[src/rtl/debounce_arbiter.sv]
// debounce_arbiter: multi-channel switch debouncer that shares one delay
// counter among N_CH channels. Each channel runs its own debounce FSM and a
// round-robin arbiter hands the single timer to one waiting channel at a time.
// Optional build macro: DEBOUNCE_ARB_SYNC_EN adds a 2-flop input synchronizer
// per channel (all latencies grow by 2 cycles). Without it, the inputs must
// already be synchronous to clk_50MHz_i.
module debounce_arbiter #(
    parameter int N_CH    = 4,
    parameter int CNT_MAX = 1500000,
    parameter int CNT_W   = 21
) (
    input  logic            clk_50MHz_i,
    input  logic            rst_async_la_i,
    input  logic [N_CH-1:0] sw_noisy_i,
    output logic [N_CH-1:0] sw_clean_o,
    output logic [N_CH-1:0] one_shot_o,
    output logic [N_CH-1:0] grant_o,
    output logic            busy_o,
    output logic            to_30ms_o
);

    localparam int PTR_W = (N_CH > 1) ? $clog2(N_CH) : 1;

    typedef enum logic [2:0] {
        IDLE = 3'd0,
        REQ1 = 3'd1,
        DLY1 = 3'd2,
        HALT = 3'd3,
        REQ2 = 3'd4,
        DLY2 = 3'd5
    } ch_state_t;

    ch_state_t        state_q [N_CH];
    ch_state_t        state_d [N_CH];
    logic [N_CH-1:0]  sw;
    logic [N_CH-1:0]  grant_q;
    logic [PTR_W-1:0] owner_q;
    logic [PTR_W-1:0] ptr_q;
    logic [CNT_W-1:0] count_q;
    logic [PTR_W-1:0] win_idx;
    logic [PTR_W-1:0] idx_w;
    logic             win_found;
    logic             grant_start;
    logic             expire;
    logic [N_CH-1:0]  win_onehot;

`ifdef DEBOUNCE_ARB_SYNC_EN
    logic [N_CH-1:0] sync_meta;
    logic [N_CH-1:0] sync_q;

    // Two-flop synchronizer per channel for asynchronous board switches
    always_ff @(posedge clk_50MHz_i or negedge rst_async_la_i) begin
        if (!rst_async_la_i) begin
            sync_meta <= '0;
            sync_q    <= '0;
        end else begin
            sync_meta <= sw_noisy_i;
            sync_q    <= sync_meta;
        end
    end

    assign sw = sync_q;
`else
    assign sw = sw_noisy_i;
`endif

    assign grant_o     = grant_q;
    assign busy_o      = |grant_q;
    assign to_30ms_o   = busy_o && (count_q == CNT_W'(CNT_MAX - 1));
    assign expire      = to_30ms_o;
    assign grant_start = !busy_o && win_found;
    assign win_onehot  = {{(N_CH-1){1'b0}}, 1'b1} << win_idx;

    // Round-robin search: first requesting channel at or above ptr, with wrap
    always_comb begin
        win_found = 1'b0;
        win_idx   = '0;
        idx_w     = '0;
        for (int k = 0; k < N_CH; k++) begin
            idx_w = PTR_W'((int'(ptr_q) + k) % N_CH);
            if (!win_found && (state_q[idx_w] == REQ1 || state_q[idx_w] == REQ2)) begin
                win_found = 1'b1;
                win_idx   = idx_w;
            end
        end
    end

    // Timer ownership and round-robin pointer update
    always_ff @(posedge clk_50MHz_i or negedge rst_async_la_i) begin
        if (!rst_async_la_i) begin
            grant_q <= '0;
            owner_q <= '0;
            ptr_q   <= '0;
        end else if (grant_start) begin
            grant_q <= win_onehot;
            owner_q <= win_idx;
        end else if (expire) begin
            grant_q <= '0;
            if (owner_q == PTR_W'(N_CH - 1)) begin
                ptr_q <= '0;
            end else begin
                ptr_q <= owner_q + 1'b1;
            end
        end
    end

    // Shared delay counter: cleared on grant and on expiry, counts while busy
    always_ff @(posedge clk_50MHz_i or negedge rst_async_la_i) begin
        if (!rst_async_la_i) begin
            count_q <= '0;
        end else if (grant_start) begin
            count_q <= '0;
        end else if (busy_o) begin
            if (expire) begin
                count_q <= '0;
            end else begin
                count_q <= count_q + 1'b1;
            end
        end
    end

    // Per-channel debounce state registers
    always_ff @(posedge clk_50MHz_i or negedge rst_async_la_i) begin
        if (!rst_async_la_i) begin
            for (int i = 0; i < N_CH; i++) begin
                state_q[i] <= IDLE;
            end
        end else begin
            for (int i = 0; i < N_CH; i++) begin
                state_q[i] <= state_d[i];
            end
        end
    end

    // Per-channel next state; switch level is ignored while requesting or timing
    always_comb begin
        for (int i = 0; i < N_CH; i++) begin
            state_d[i] = state_q[i];
            case (state_q[i])
                IDLE: if (sw[i]) state_d[i] = REQ1;
                REQ1: if (grant_start && (win_idx == PTR_W'(i))) state_d[i] = DLY1;
                DLY1: if (expire && grant_q[i]) state_d[i] = HALT;
                HALT: if (!sw[i]) state_d[i] = REQ2;
                REQ2: if (grant_start && (win_idx == PTR_W'(i))) state_d[i] = DLY2;
                DLY2: if (expire && grant_q[i]) state_d[i] = IDLE;
                default: state_d[i] = IDLE;
            endcase
        end
    end

    // Debounced level and press pulse decoded from each channel's state
    always_comb begin
        sw_clean_o = '0;
        one_shot_o = '0;
        for (int i = 0; i < N_CH; i++) begin
            sw_clean_o[i] = (state_q[i] == HALT) || (state_q[i] == REQ2) ||
                            (state_q[i] == DLY2);
            one_shot_o[i] = to_30ms_o && (state_q[i] == DLY1);
        end
    end

endmodule
[config.mk]
export PLATFORM = sky130hd
export DESIGN_NAME = debounce_arbiter
export DESIGN_NICKNAME = d
export VERILOG_FILES = /design/src/rtl/debounce_arbiter.sv
export SDC_FILE = /design/constraint.sdc
export NUM_CORES = 1
export LEC_CHECK = 0
export CELL_PAD_IN_SITES_DETAIL_PLACEMENT = 1
export CELL_PAD_IN_SITES_GLOBAL_PLACEMENT = 2
export CORE_MARGIN = 5
export CORE_UTILIZATION = 36
export DETAILED_ROUTE_END_ITERATION = 12
export GPL_TIMING_DRIVEN = 0
export PLACE_DENSITY_LB_ADDON = 0.2
export RECOVER_POWER = 25
export SYNTH_ARGS = -nofsm -noshare
export SYNTH_HDL_FRONTEND = slang
export SYNTH_SLANG_ARGS = --single-unit
[constraint.sdc]
create_clock -name clk_50MHz_i -period 2.43 [get_ports clk_50MHz_i]
set_input_delay 0.243 -clock clk_50MHz_i [delete_from_list [all_inputs] [get_ports clk_50MHz_i]]
set_output_delay 0.243 -clock clk_50MHz_i [all_outputs]
set_load 0.01 [all_outputs]
==> impl_metrics.prom, run 1 <==
# TYPE chip_impl_metric gauge
chip_impl_info{name="cts_root_buffer",value="clkbuf_8"} 1
chip_impl_info{name="critical_path.cell_chain",value="ha_2, and3_4, and3_4, nand4_1, buf_6, clkbuf_8, nor3_1, clkbuf_2"} 1
chip_impl_metric{name="cts-buffers-inserted",unit=""} 5
chip_impl_info{name="worst_setup_path_startpoint",value="count_q[0]"} 1
chip_impl_metric{name="drive_above_1_share",unit="%"} 14.8
chip_impl_info{name="cts_tree",value="yes"} 1
chip_impl_metric{name="detail_route.wl_per_cell",unit="um"} 16.4
chip_impl_info{name="run_status",value="finished, final reports clean"} 1
chip_impl_metric{name="dp_slack",unit="ps"} -378
chip_impl_metric{name="clkSlewWorstSetupHoldPaths",unit="ps"} 80
chip_impl_metric{name="critPathMaxStageDelay",unit="ps"} 360
chip_impl_metric{name="place_inst",unit=""} 372
chip_impl_metric{name="p_per_area",unit="nW/um2"} 579
chip_impl_metric{name="p_sw",unit="uW"} 521
chip_impl_metric{name="grt_usage",unit="%"} 16.7
chip_impl_metric{name="synth-seq-cells",unit=""} 41
chip_impl_info{name="synth.top_cells.by_count",value="41 x dfrtp_1, 30 x nor2_1, 25 x nand2_1"} 1
chip_impl_info{name="yosys.cell_count.top_type",value="dfrtp_1"} 1
chip_impl_info{name="synth_top_flop_cell",value="dfrtp_1"} 1
chip_impl_metric{name="synth_compound_gate_area_share",unit="%"} 18.3
chip_impl_metric{name="timing.reg2reg.setup_slack",unit="ps"} 150
chip_impl_metric{name="cell_rows",unit=""} 30
chip_impl_metric{name="critical_path_peak_fanout",unit=""} 10
chip_impl_info{name="main_combinational_cell_family_by_area_after_synthesis",value="simple AND/OR/NAND/NOR gates"} 1
chip_impl_metric{name="share_comb_of_total_power",unit="%"} 23.8
chip_impl_metric{name="max-vdd-ir-drop",unit="mV"} 0.231
chip_impl_metric{name="worst_hold_margin",unit="ps"} 478
chip_impl_metric{name="synth-edff-count",unit=""} 0
chip_impl_metric{name="post-route-period-util",unit="%"} 94.6
chip_impl_metric{name="dr.first_iter.drc_count",unit=""} 52
chip_impl_metric{name="multiplexer_share_of_the_synthesized_area",unit="%"} 0.407
chip_impl_metric{name="synth-seq-area-share",unit="%"} 41.7
chip_impl_metric{name="port_buffers",unit=""} 19
chip_impl_metric{name="netlist_cell_types",unit=""} 55
chip_impl_metric{name="diodes",unit=""} 0
chip_impl_info{name="min-delay-path-class",value="in -> async"} 1
chip_impl_metric{name="achievable-frequency",unit="MHz"} 435
chip_impl_metric{name="synthSimpleGateAreaFrac",unit="%"} 25.7
chip_impl_info{name="netlist_top_cells_area",value="dfrtp_1 42%, nor2_1 4.6%, xor2_1 4.3%, nand2_1 3.8%, xnor2_1 3.2%"} 1
chip_impl_metric{name="synth.cell_area",unit="um2"} 2460
chip_impl_metric{name="finalWorstPathRequiredPeriod",unit="ps"} 2300
chip_impl_info{name="critical_path.slowest_cell",value="dfrtp_1"} 1
chip_impl_metric{name="route.antenna.remaining_nets",unit=""} 0
chip_impl_metric{name="synthXorXnorAreaFrac",unit="%"} 8.13
chip_impl_metric{name="die_area",unit="um2"} 8590
chip_impl_metric{name="die-width",unit="um"} 92.7
chip_impl_info{name="cell_family_contributing_the_most_delay_on_the_critical_path",value="simple AND/OR/NAND/NOR gates"} 1
chip_impl_metric{name="place_congestion",unit=""} 0.815
chip_impl_metric{name="via_per_inst",unit=""} 5.63
chip_impl_metric{name="cts_buffer_depth",unit=""} 2
chip_impl_metric{name="floorplan.core_area",unit="um2"} 6720
chip_impl_metric{name="mappedNetlistNets",unit=""} 280
chip_impl_metric{name="ys.warnings.count",unit=""} 0
chip_impl_metric{name="power.share.sequential",unit="%"} 42.7
chip_impl_metric{name="arrival_time_reported_for_the_critical_path_endpoint",unit="ps"} 2060
chip_impl_metric{name="start_util",unit="%"} 36.6
chip_impl_info{name="timing_worst_setup_path_type",value="reg -> out"} 1
chip_impl_metric{name="synth_area_per_cell",unit="um2"} 9.05
chip_impl_metric{name="final.setup_skew",unit="ps"} 3.01
chip_impl_info{name="setup_crit_end_kind",value="output pin"} 1
chip_impl_metric{name="finalNetCount",unit=""} 312
chip_impl_metric{name="numClockSinks",unit=""} 41
chip_impl_metric{name="finalCoreUtilization",unit="%"} 44.4
chip_impl_metric{name="grt_first_pass_wirelength",unit="mm"} 11.6
chip_impl_metric{name="grt_remaining_overflow",unit=""} 0
chip_impl_metric{name="ioPinCount",unit=""} 20
chip_impl_metric{name="layout.cells.non_filler",unit=""} 385
chip_impl_metric{name="antenna_found_initial",unit=""} 0
chip_impl_metric{name="die_height",unit="um"} 92.7
chip_impl_metric{name="timing_worst_slew_pin_value",unit="ps"} 783
chip_impl_metric{name="setup-violations-final",unit=""} 0
chip_impl_info{name="rsz0062_at_grt",value="true"} 1
chip_impl_metric{name="ctsHtreeMaxLevel",unit=""} 2
chip_impl_metric{name="clockPowerShare",unit="%"} 33.5
chip_impl_metric{name="drv.max_cap_violation_count",unit=""} 0
chip_impl_metric{name="postSynth.asyncResetShare",unit="%"} 100
chip_impl_metric{name="synthAdderAreaFrac",unit="%"} 1.02
chip_impl_metric{name="switching_share",unit="%"} 30.1
chip_impl_metric{name="cp.buffers_inverters",unit=""} 3
chip_impl_metric{name="drt_wl_total",unit="mm"} 6.33
chip_impl_metric{name="timing.slew.headroom",unit="%"} 47.8
chip_impl_metric{name="signed_area_change_from_the_synthesized_netlist_to_the_final_layout",unit="%"} 21.0
chip_impl_metric{name="largest_net_degree_at_the_start_of_global_routing",unit=""} 31
chip_impl_info{name="synthDominantAreaCellType",value="dfrtp_1"} 1
chip_impl_metric{name="hold_violations",unit=""} 0
chip_impl_metric{name="synthDominantCellAreaShare",unit="%"} 41.7
chip_impl_metric{name="layout_setup_ws",unit="ps"} 131
chip_impl_metric{name="setup_total_negative_slack",unit="ps"} 0
chip_impl_metric{name="crit_required",unit="ps"} 2190
chip_impl_metric{name="post_synth_inst_count",unit=""} 272
chip_impl_metric{name="detailed_router_iteration_count_before_antenna_repair",unit=""} 4
chip_impl_info{name="timing.critical_path.from_type",value="flip-flop"} 1
chip_impl_metric{name="vias",unit=""} 2168
chip_impl_metric{name="worstSkewPairLatency",unit="ps"} 290
chip_impl_metric{name="timing_max_transition_violations_final",unit=""} 0
chip_impl_metric{name="internal-power",unit="uW"} 1210
chip_impl_info{name="cpMostUsedCell",value="and3_4"} 1
chip_impl_metric{name="power.leakage",unit="uW"} 0.00126
chip_impl_metric{name="hpwl",unit="mm"} 4.59
chip_impl_metric{name="grt_pass1_vias",unit=""} 2319
chip_impl_metric{name="post-route-drc-count",unit=""} 0
chip_impl_info{name="crit-reg2reg-launch",value="state_q[8]"} 1
-- metrics by stage --
step,instance area [um2],total power [uW]
2_1_floorplan,2460,1030
3_3_place_gp,2750,1140
3_5_place_dp,2770,1150
4_1_cts,2950,1740
5_1_grt,2980,1840
6_report,2980,1730
-- path summary, 6_finish.rpt --
check | to | cells past startpoint
setup / recovery | one_shot_o[3] | 8
hold / removal | count_q[10] | 2
setup reg to reg | state_q[3] | 7
hold reg to reg | count_q[20] | 1
max in group asynchronous | state_q[8] | 3
min in group clk_50MHz_i | count_q[20] | 1
-- flip-flops by register name, summed over array words and instances (netlist names) --
register and count:
count_q 21, state_q 12, grant_o 4, owner_q 2, ptr_q 2
-- kinds of logic after synthesis --
| kind of cell | after synthesis |
|---|---|
| AND/OR/NAND/NOR | 120 |
| AO/OA/AOI/OAI | 61 |
| flip-flops | 41 |
| buffers and inverters | 25 |
| XOR/XNOR | 22 |
| adder cells (fa/ha/maj) | 2 |
| multiplexers | 1 |
-- repair_timing --
item                                   CTS  global route
hold buffers                             1             0
setup buffers                            5             0
endpoints found under the hold margin   11             0
setup endpoints to repair               15            20
resized for setup                       16            16
pin swaps                                1             0
-- placed cells by master (no fill, tap or decap), types with 3 or more instances in the layout --
master,count
a2111o_1,4
a21o_1,3
a21oi_1,7
and3_1,7
buf_2,4
buf_4,7
clkbuf_1,7
clkbuf_8,7
clkdlybuf4s50_1,13
dfrtp_1,41
inv_1,9
nand2_1,25
nand2b_1,5
nand3_1,12
nand4_1,9
nor2_1,29
nor3_1,9
o211ai_1,3
o21ai_0,14
o22ai_1,3
o31ai_1,5
or3_1,3
xnor2_1,8
xor2_1,12
-- power groups by stage --
stage	clock, uW	combinational [uW]	sequential, uW
after floorplan	0	285	745
after global placement	0	393	751
after detailed placement	0	397	750
after CTS	596	404	737
after global routing	630	464	741
final	579	411	737
-- routing by layer --
metal,vias up,wire length (um),GRT usage (%)
met4,0,69,4.64
li1,1048,-,-
met1,1087,2910,21.6
met5,-,0,0
met3,8,184,2.84
met2,25,3170,28.6
-- cell type report --
| cell class | count | area (um2) |
|---|---|---|
| buffer | 13 | 81.3 |
| inverter | 11 | 46.3 |
| timing repair buffer | 26 | 229 |
| clock buffer | 7 | 86.3 |
| tap | 80 | 100 |
| clock inverter | 1 | 30.0 |
| multi-input combinational | 206 | 1380 |
| sequential | 41 | 1030 |
| fill | 791 | 3740 |
Note: power is estimated with default switching activity, not from simulation.
==> run 2: changes to the inputs <==
- ABC_AREA: default -> 1
- CORE_UTILIZATION: 36 -> 33
- GPL_TIMING_DRIVEN: 0 -> default
==> run 2 against run 1 <==
  * Sequential share of layout area decreased by 4.4 points
  * Register-to-register slack about the same
  * Via count is 30% higher
  * Worst hold slack gained 25 ps
  * Sequential power increased by 36%
  * Synthesized cell count up 47%
  * Critical path depth down 2
  * Fmax is 3.0% lower
  * Setup slack lost 71 ps
  * Cell count up 42%
  * Design area grew 15%
  * Critical path type unchanged
  * Critical endpoint is now one_shot_o[0]
==> impl_metrics.prom, run 2 <==
# TYPE chip_impl_metric gauge
chip_impl_info{name="min-delay-path-class",value="reg -> reg"} 1
chip_impl_metric{name="finalWorstPathRequiredPeriod",unit="ps"} 2370
chip_impl_metric{name="ioPinCount",unit=""} 20
chip_impl_metric{name="cell_rows",unit=""} 33
chip_impl_metric{name="post-route-drc-count",unit=""} 0
chip_impl_metric{name="antenna_found_initial",unit=""} 0
chip_impl_info{name="run_status",value="finished, final reports clean"} 1
chip_impl_metric{name="via_per_inst",unit=""} 5.12
chip_impl_metric{name="start_util",unit="%"} 34.0
chip_impl_metric{name="netlist_cell_types",unit=""} 33
chip_impl_metric{name="drv.max_cap_violation_count",unit=""} 0
chip_impl_metric{name="clockPowerShare",unit="%"} 15.4
chip_impl_info{name="setup_crit_end_kind",value="output pin"} 1
chip_impl_info{name="cts_root_buffer",value="clkbuf_8"} 1
chip_impl_metric{name="drt_wl_total",unit="mm"} 8.38
chip_impl_metric{name="timing.slew.headroom",unit="%"} 14.1
chip_impl_metric{name="finalNetCount",unit=""} 450
chip_impl_metric{name="die-width",unit="um"} 102
chip_impl_metric{name="worstSkewPairLatency",unit="ps"} 290
chip_impl_metric{name="final.setup_skew",unit="ps"} 7.13
chip_impl_metric{name="register_area",unit="um2"} 1030
chip_impl_metric{name="switching_share",unit="%"} 48.0
chip_impl_metric{name="share_comb_of_total_power",unit="%"} 58.0
chip_impl_metric{name="diodes",unit=""} 0
chip_impl_metric{name="timing_max_transition_violations_final",unit=""} 0
chip_impl_info{name="timing.critical_path.from_type",value="flip-flop"} 1
chip_impl_metric{name="max-vdd-ir-drop",unit="mV"} 0.427
chip_impl_metric{name="synth.cell_area",unit="um2"} 2800
chip_impl_metric{name="synth_area_per_cell",unit="um2"} 6.99
chip_impl_metric{name="synth-seq-area-share",unit="%"} 36.7
chip_impl_metric{name="drive_above_1_share",unit="%"} 16.9
chip_impl_info{name="timing_worst_setup_path_type",value="reg -> out"} 1
chip_impl_info{name="cts_tree",value="yes"} 1
chip_impl_metric{name="post_synth_inst_count",unit=""} 400
chip_impl_metric{name="synth-edff-count",unit=""} 0
chip_impl_metric{name="ctsHtreeMaxLevel",unit=""} 2
chip_impl_metric{name="grt_first_pass_wirelength",unit="mm"} 14.2
chip_impl_metric{name="setup-violations-final",unit=""} 0
chip_impl_metric{name="timing_worst_slew_pin_value",unit="ps"} 1290
chip_impl_metric{name="place_congestion",unit=""} 0.862
chip_impl_metric{name="dr.first_iter.drc_count",unit=""} 97
chip_impl_info{name="synth_top_flop_cell",value="dfrtp_1"} 1
chip_impl_info{name="critical_path.slowest_cell",value="clkdlybuf4s50_1"} 1
chip_impl_metric{name="synthDominantCellAreaShare",unit="%"} 36.7
chip_impl_info{name="yosys.cell_count.top_type",value="nand2_1"} 1
chip_impl_metric{name="largest_register_ff_count",unit=""} 21
chip_impl_metric{name="detailed_router_iteration_count_before_antenna_repair",unit=""} 4
chip_impl_metric{name="num-fill-cells",unit=""} 1048
chip_impl_metric{name="grt_remaining_overflow",unit=""} 0
chip_impl_info{name="critical_path.cell_chain",value="nor2_2, nand3_2, nor4_4, nand2_2, nor2_1, clkdlybuf4s50_1"} 1
chip_impl_metric{name="postSynth.asyncResetShare",unit="%"} 100
chip_impl_metric{name="detail_route.wl_per_cell",unit="um"} 15.3
chip_impl_metric{name="signed_area_change_from_the_synthesized_netlist_to_the_final_layout",unit="%"} 22.8
chip_impl_metric{name="cts_buffer_depth",unit=""} 2
chip_impl_metric{name="arrival_time_reported_for_the_critical_path_endpoint",unit="ps"} 2130
chip_impl_info{name="top_register",value="count_q"} 1
chip_impl_metric{name="clkSlewWorstSetupHoldPaths",unit="ps"} 80
chip_impl_metric{name="grt_pass1_vias",unit=""} 2859
chip_impl_metric{name="die_height",unit="um"} 102
chip_impl_info{name="synth.top_cells.by_count",value="110 x nand2_1, 53 x nand3_1, 41 x dfrtp_1"} 1
chip_impl_metric{name="mappedNetlistNets",unit=""} 408
chip_impl_metric{name="finalCoreUtilization",unit="%"} 41.8
chip_impl_metric{name="critPathMaxStageDelay",unit="ps"} 540
chip_impl_metric{name="route.antenna.remaining_nets",unit=""} 0
chip_impl_metric{name="power.leakage",unit="uW"} 0.00165
chip_impl_metric{name="p_sw",unit="uW"} 1810
chip_impl_metric{name="synth-seq-cells",unit=""} 41
chip_impl_metric{name="crit_required",unit="ps"} 2190
chip_impl_metric{name="power.share.sequential",unit="%"} 26.7
chip_impl_metric{name="p_per_area",unit="nW/um2"} 1100
chip_impl_metric{name="grt_usage",unit="%"} 17.2
chip_impl_metric{name="vias",unit=""} 2808
chip_impl_metric{name="critical_path_peak_fanout",unit=""} 4
chip_impl_metric{name="post-route-period-util",unit="%"} 97.5
chip_impl_info{name="mostFrequentLayoutCells",value="109 x nand2_1, 50 x nand3_1, 39 x inv_1"} 1
chip_impl_info{name="layout.cells.most_common",value="nand2_1"} 1
chip_impl_info{name="synthDominantAreaCellType",value="dfrtp_1"} 1
chip_impl_metric{name="worst_hold_margin",unit="ps"} 502
chip_impl_metric{name="achievable-frequency",unit="MHz"} 422
chip_impl_metric{name="internal-power",unit="uW"} 1960
chip_impl_metric{name="hpwl",unit="mm"} 6.54
chip_impl_metric{name="die_area",unit="um2"} 10400
chip_impl_metric{name="floorplan.core_area",unit="um2"} 8220
chip_impl_metric{name="hold_violations",unit=""} 0
chip_impl_metric{name="multi_input_comb_area",unit="um2"} 1640
chip_impl_metric{name="numClockSinks",unit=""} 41
chip_impl_metric{name="largest_net_degree_at_the_start_of_global_routing",unit=""} 23
chip_impl_info{name="netlist_top_cells_area",value="dfrtp_1 37%, nand2_1 15%, nand3_1 9.5%, inv_1 5.2%, a21oi_1 4.1%"} 1
chip_impl_metric{name="port_buffers",unit=""} 19
chip_impl_metric{name="cts-buffers-inserted",unit=""} 5
chip_impl_metric{name="ys.warnings.count",unit=""} 0
run 2: cell count changes in the layout (fill, tap and decap cells not counted), sizes merged, moves of 5 or more:
cell,before,now
clkbuf,16,9
nand2b,5,0
xnor2,10,0
nand2,25,127
o31ai,6,1
and3,9,0
nand3,13,59
inv,11,43
a21oi,8,24
buf,13,18
run 2: layout make-up:
class | count | area share [%]
multi-input combinational | 311 | 47.8
clock buffer | 7 | 2.52
tap | 105 | 3.83
inverter | 44 | 4.81
sequential | 41 | 30.0
timing repair buffer | 39 | 10.1
clock inverter | 1 | 0.875
run 2: final timing paths:
path                       cells after the start             to      startpoint  slack [ps]
min in group asynchronous                      2     state_q[2]  rst_async_la_i         750
max in group asynchronous                      3    count_q[16]  rst_async_la_i         470
max reg2reg                                   12     state_q[8]      count_q[7]         150
min                                            2     owner_q[1]      owner_q[1]         500
min reg2reg                                    2     owner_q[1]      owner_q[1]         500
max                                            6  one_shot_o[0]      count_q[7]          60
run 2: repair_timing:
action	CTS	global route
hold endpoints to repair	21	0
hold buffers	1	0
buffers inserted	3	2
resized for setup	6	18
pin swaps	0	3
endpoints found under the setup margin	5	17
run 2: routing by layer:
| layer | track usage, % | part of all wire, % | up-vias |
|---|---|---|---|
| li1 | - | - | 1411 |
| met1 | 24.0 | 49 | 1359 |
| met2 | 28.1 | 48 | 32 |
| met3 | 2.94 | 2.6 | 6 |
| met4 | 3.73 | 0.92 | 0 |
| met5 | 0 | 0 | - |
run 2: power by group through the flow:
| stage | registers, uW | clock network, uW | logic, uW |
|---|---|---|---|
| final | 1000 | 578 | 2180 |
| after floorplan | 996 | 0 | 1450 |
| after CTS | 1010 | 595 | 2140 |
| after detailed placement | 1020 | 0 | 2120 |
| after global placement | 1010 | 0 | 2080 |
| after global routing | 1030 | 628 | 2470 |
run 2: kinds of logic (layout without fill, tap and decap cells):
logic type               count (synthesis)  in the layout  synth area share, %
AND/OR/NAND/NOR                        255            255                 43.4
XOR/XNOR                                11             11                 3.45
AO/OA/AOI/OAI                           43             43                 8.59
adder cells (fa/ha/maj)                  2              2                0.895
buffers and inverters                   48             91                 6.98
flip-flops                              41             41                 36.7
run 2: worst max-delay path: cells and delay by family, from the launching register on:
kind | cells | cell delay, ps
flip-flops | 1 | 430
buffers and inverters | 1 | 540
AND/OR/NAND/NOR | 5 | 860
run 2: metrics by stage:
stage	total power, uW	area (um2)	setup TNS (ps)	std cells	worst slack, ps
final	3770	3430	0	548	60.8
after detailed placement	3140	3200	0	534	184
after global placement	3090	3200	0	534	229
after floorplan	2450	2800	0	400	582
after CTS	3740	3360	0	546	33.0
after global routing	4130	3430	-290	548	-44.7
